## src/rtl/neureka_pe_weight_accumulator.sv

```systemverilog
// Shift-accumulates QW signed bit-plane partial results from the binconv PE into one
// full-precision result, negating the MSB plane for signed weights, on a registered valid/ready output.
module neureka_pe_weight_accumulator #(
  parameter int unsigned PRES_W = 22,
  parameter int unsigned QW_MAX = 8,
  parameter int unsigned ACC_W  = PRES_W + QW_MAX + 1,
  parameter int unsigned IDX_W  = (QW_MAX > 1) ? $clog2(QW_MAX) : 1
) (
  input  logic              clk_i,
  input  logic              rst_ni,
  input  logic              clear_i,
  input  logic              enable_i,
  input  logic [3:0]        ctrl_qw_i,
  input  logic              ctrl_signed_i,
  input  logic              pres_valid_i,
  output logic              pres_ready_o,
  input  logic [PRES_W-1:0] pres_data_i,
  output logic              sum_valid_o,
  input  logic              sum_ready_i,
  output logic [ACC_W-1:0]  sum_data_o,
  output logic [IDX_W-1:0]  bit_idx_o
);

  localparam logic [3:0] QW_MAX_L = 4'(QW_MAX);
  localparam logic [0:0] ST_ACCUM = 1'b0;
  localparam logic [0:0] ST_FULL  = 1'b1;

  logic [ACC_W-1:0] r_acc;
  logic [IDX_W-1:0] r_bit_cnt;
  logic [3:0]       r_qw;
  logic             r_signed;
  logic [0:0]       r_state;
  logic [ACC_W-1:0] r_sum_data;

  logic             w_first;
  logic [3:0]       w_qw_sat;
  logic [3:0]       w_qw_eff;
  logic             w_signed_eff;
  logic             w_last;
  logic             w_accept;
  logic             w_drain;
  logic [ACC_W-1:0] w_pres_ext;
  logic [ACC_W-1:0] w_term;
  logic [ACC_W-1:0] w_sum;

  function automatic logic [3:0] sat_qw(input logic [3:0] q);
    if (q == 4'd0)     return 4'd1;
    if (q > QW_MAX_L)  return QW_MAX_L;
    return q;
  endfunction

  // The first beat of a group decides its own length and sign from the live control inputs.
  assign w_first      = (r_bit_cnt == '0);
  assign w_qw_sat     = sat_qw(ctrl_qw_i);
  assign w_qw_eff     = w_first ? w_qw_sat : r_qw;
  assign w_signed_eff = w_first ? ctrl_signed_i : r_signed;
  assign w_last       = (4'(r_bit_cnt) == (w_qw_eff - 4'd1));

  assign sum_valid_o  = (r_state == ST_FULL);
  assign pres_ready_o = ~clear_i & (~w_last | ~sum_valid_o | sum_ready_i);
  assign w_accept     = pres_valid_i & pres_ready_o;
  assign w_drain      = sum_valid_o & sum_ready_i;

  assign w_pres_ext = {{(ACC_W-PRES_W){pres_data_i[PRES_W-1]}}, pres_data_i};
  assign w_term     = enable_i ? (w_pres_ext << r_bit_cnt) : '0;
  assign w_sum      = (w_signed_eff & w_last) ? (r_acc - w_term) : (r_acc + w_term);

  assign sum_data_o = r_sum_data;
  assign bit_idx_o  = r_bit_cnt;

  always_ff @(posedge clk_i or negedge rst_ni) begin
    if (!rst_ni) begin
      r_acc      <= '0;
      r_bit_cnt  <= '0;
      r_qw       <= 4'd1;
      r_signed   <= 1'b0;
      r_state    <= ST_ACCUM;
      r_sum_data <= '0;
    end else if (clear_i) begin
      r_acc      <= '0;
      r_bit_cnt  <= '0;
      r_qw       <= 4'd1;
      r_signed   <= 1'b0;
      r_state    <= ST_ACCUM;
      r_sum_data <= '0;
    end else begin
      // NOTE: non-blocking updates let the later load override the drain, so drain+load keeps FULL.
      if (w_drain) r_state <= ST_ACCUM;
      if (w_accept) begin
        if (w_first) begin
          r_qw     <= w_qw_sat;
          r_signed <= ctrl_signed_i;
        end
        if (w_last) begin
          r_sum_data <= w_sum;
          r_state    <= ST_FULL;
          r_acc      <= '0;
          r_bit_cnt  <= '0;
        end else begin
          r_acc     <= w_sum;
          r_bit_cnt <= r_bit_cnt + IDX_W'(1);
        end
      end
    end
  end

endmodule

```

## config.mk

```make
export PLATFORM = sky130hd
export DESIGN_NAME = neureka_pe_weight_accumulator
export DESIGN_NICKNAME = d
export VERILOG_FILES = /design/src/rtl/neureka_pe_weight_accumulator.sv
export SDC_FILE = /design/constraint.sdc
export NUM_CORES = 1
export LEC_CHECK = 0
export ABC_AREA = 0
export CAP_MARGIN = 10
export CORE_ASPECT_RATIO = 1.75
export CORE_MARGIN = 4
export CORE_UTILIZATION = 40
export CTS_CLUSTER_DIAMETER = 100
export CTS_CLUSTER_SIZE = 8
export DETAILED_ROUTE_END_ITERATION = 16
export REMOVE_ABC_BUFFERS = 1
export SETUP_SLACK_MARGIN = 0.02
export SYNTH_ARGS = -nofsm -noshare
export SYNTH_HDL_FRONTEND = slang
export SYNTH_SLANG_ARGS = --single-unit
export TNS_END_PERCENT = 1
```

## constraint.sdc

```tcl
create_clock -name clk_i -period 5.74 [get_ports clk_i]
set_input_delay 1.435 -clock clk_i [delete_from_list [all_inputs] [get_ports clk_i]]
set_output_delay 1.435 -clock clk_i [all_outputs]
set_load 0.03 [all_outputs]
```

==> metrics <==
status complete, no violations; period utilization 96.96%; Reg clk slew, reported paths 0.06 ns; yosys warns 0; antenna violations before repair 0; PwrDens 363.2 mW/mm^2; Final Setup Violations 0; reg2reg start bit_idx_o[1]$_DFFE_PN0P_; synthesized area 0.006471 sq mm; Hold Path Class reg2reg; Post-layout nets 1098; chip height 176.3 microns; leading post-synthesis cells by cell area dfrtp_1 (27%), nand2_1 (7.4%), mux4_2 (7.0%), ha_1 (6.6%), a21oi_1 (4.9%); Post-synth ARST share 100.0%; DR iter-0 viols 272; DR pass1 iterations 5; RR Endpoint r_acc[30]$_DFFE_PN0P_; Mapped Avg Cell Area 8.181 sq um; depth of the most critical reg-to-reg path 24; worst skew pair latency 0.34 ns; Yosys top cell by area dfrtp_1; final hold vios 0; synth unique cells 69; input/output buffers 68; Diodes inserted 0; worst vdd ir 0.0001604 V; overflow left after global routing 0; leading register cell type out of synthesis dfrtp_1; max cap viols 0; worst-path fanout max 3; # fillers 1448; Routed Antenna Nets 0; unrepaired setup endpoints after global routing yes; min Tclk post-route 5.565 ns; Vias/cell 5.599; power consumption 3.412 mW; worst slew pin tran 0.9368 ns; hold endpoint r_acc[12]$_DFFE_PN0P_; gr usage total 23.72%; Hold Buf Count CTS 0; largest net degree at the start of global routing 72; vias in the first global route 7064; Min-Delay Startpoint r_acc[12]$_DFFE_PN0P_; fmax 0.1797 GHz; flop-to-flop setup slack 0.43 ns; Routed wire per std cell 17.98 microns; global-route wire length before repair 35260 microns; Routability Congestion 0.9518; crit start category input port; vias post-DR 6847; Critical Path End Type primary output; initial core utilization 40.76%; Die Area 0.01836 sq mm; CTS tree yes; Syn Inst Count 791; post-synthesis sequential area ratio 27.47%; std cell rows 61; LEAKAGE 4.267 nW; worst path arrival time 4.13 ns; worst hold stages 2; CTS buffer count 9; Critical Path RT 4.30 ns; final wirelength 21990 microns; Die Wd 104.2 microns; skew final 0.01088 ns; H-tree depth 3; root buffer cell clkbuf_16; core footprint 0.01588 sq mm; drc violations 0; Final Max Slew Viols 0; hpwl dp 16590 microns; layout cells sized above 1 31.14%; WS Path Type in2out; setup tns final 0 ns; Yosys reg bits 71; Post-synth EDFFs 0; Rel. slew slack 37.55%; Syn-to-layout area delta 45.17%; post-synth top area share 27.07%; clk sink count 71; Ports 69; clk buf depth 2
[cells in the mapped netlist (all sizes together) (3+ instances only)]
cell type	instances
a211o	5
a2111oi	3
o21bai	4
a21o	18
nor4	3
nand3	19
or3	6
nand2b	15
nand3b	14
clkbuf	35
ha	34
nand4	6
and3	4
mux4	20
nor2	75
nor3b	3
dfrtp	70
a21oi	63
and2	4
xnor2	32
or4	3
a31oi	10
a211oi	10
nor2b	12
buf	11
o21ai	52
o211ai	6
o21a	5
mux2	4
nor3	17
o31ai	20
mux2i	6
nand2	127
o31a	3
xor2	25
inv	18
a22oi	3
a22o	4
[cell type report]
class / instances / area (sq um) / area share [%]
Multi-Input combinational cell: 656 / 4778 / 50.87
Timing Repair Buffer: 274 / 2222 / 23.65
Sequential cell: 71 / 1778 / 18.93
Tap cell: 189 / 236.5 / 2.517
Clock buffer: 9 / 225.2 / 2.397
Clock inverter: 6 / 86.33 / 0.9190
Inverter: 18 / 67.56 / 0.7192
[power breakdown]
group	internal (mW)	switching, mW
registers	0.607	0.0807
clock network	0.378	0.238
logic	1.05	1.06
[critical path, stage by stage]
cell and delay [ns]:
dlygate4sd2_1 0.27, o31a_1 0.35, ha_4 0.28, xnor2_4 0.13, nor2b_1 0.15, mux2i_2 0.11
buf_4 0.15, buf_4 0.13, or3_1 0.36, nor2b_1 0.17, clkdlybuf4s50_1 0.60
[stage by stage]
step / instance area, sq um / utilization, % / worst slack, ns / hold WS, ns / cells
floorplan: 6260 / - / -0.8093 / 0.4453 / 745
global placement: 8494 / 53.51 / -0.5381 / 0.4627 / 1178
detailed placement: 8494 / 53.51 / -0.7029 / 0.4698 / 1178
CTS: 9134 / 57.53 / 0.02346 / 0.4842 / 1213
global route: 9394 / 59.17 / -0.05158 / 0.5095 / 1223
finish: 9394 / 59.17 / 0.1747 / 0.4801 / 1223
[per-layer routing]
metal,wire (microns),up-vias,GRT usage [%],part of all wire [%]
li1,-,3336,-,-
met1,8590,3292,26.00,39
met2,11680,158,44.08,53
met3,659,61,3.074,3.0
met4,1060,0,12.76,4.8
met5,0,-,0,0
[worst max-delay path by stage]
| stage | startpoint | to | depth (start not counted) |
|---|---|---|---|
| 2_1_floorplan | bit_idx_o[0]$_DFFE_PN0P_ | sum_data_o[29]$_DFFE_PN0P_ | 22 |
| 3_3_place_gp | ctrl_qw_i[1] | r_acc[30]$_DFFE_PN0P_ | 24 |
| 3_5_place_dp | ctrl_qw_i[1] | r_acc[30]$_DFFE_PN0P_ | 24 |
| 4_1_cts | pres_data_i[7] | r_acc[30]$_DFFE_PN0P_ | 20 |
| 5_1_grt | pres_data_i[12] | sum_data_o[29]$_DFFE_PN0P_ | 18 |
| 6_report | ctrl_qw_i[3] | pres_ready_o | 11 |
[placed cells by master (no fill, tap or decap), types with 16 or more instances in the layout]
cell and instances:
a21oi_1 55, o21ai_0 38, nor2_1 70, xor2_1 24, mux4_2 20, nand3_1 18
a21o_1 18, inv_1 16, o31ai_1 18, clkdlybuf4s50_1 52, nand2_1 124, buf_4 202
dfrtp_1 70, xnor2_1 27, ha_1 31
[repair_timing]
action,in CTS,in global routing
gates resized for setup,52,53
gates cloned,1,0
pin swaps,26,45
setup buffers,19,10
endpoints found under the setup margin,23,23
[flip-flops by register name, summed over array words and instances, names as in the netlist]
signal / count
bit_idx_o: 3
r_acc: 31
r_qw: 4
r_signed: 1
sum_data_o: 31
sum_valid_o: 1
[kinds of logic (layout without fill, tap and decap cells)]
logic type / count (synthesis) / in the layout / share of synthesized area (%)
DFF: 71 / 71 / 27.47
AOI/OAI and AO/OA: 222 / 222 / 22.37
buffers and inverters: 64 / 307 / 4.312
adders and majority gates: 35 / 35 / 6.883
xor gates and xnor gates: 57 / 57 / 7.715
muxes: 30 / 30 / 8.585
and+or+nand+nor: 312 / 312 / 22.66
No activity file was read; power rests on OpenSTA's default activity.
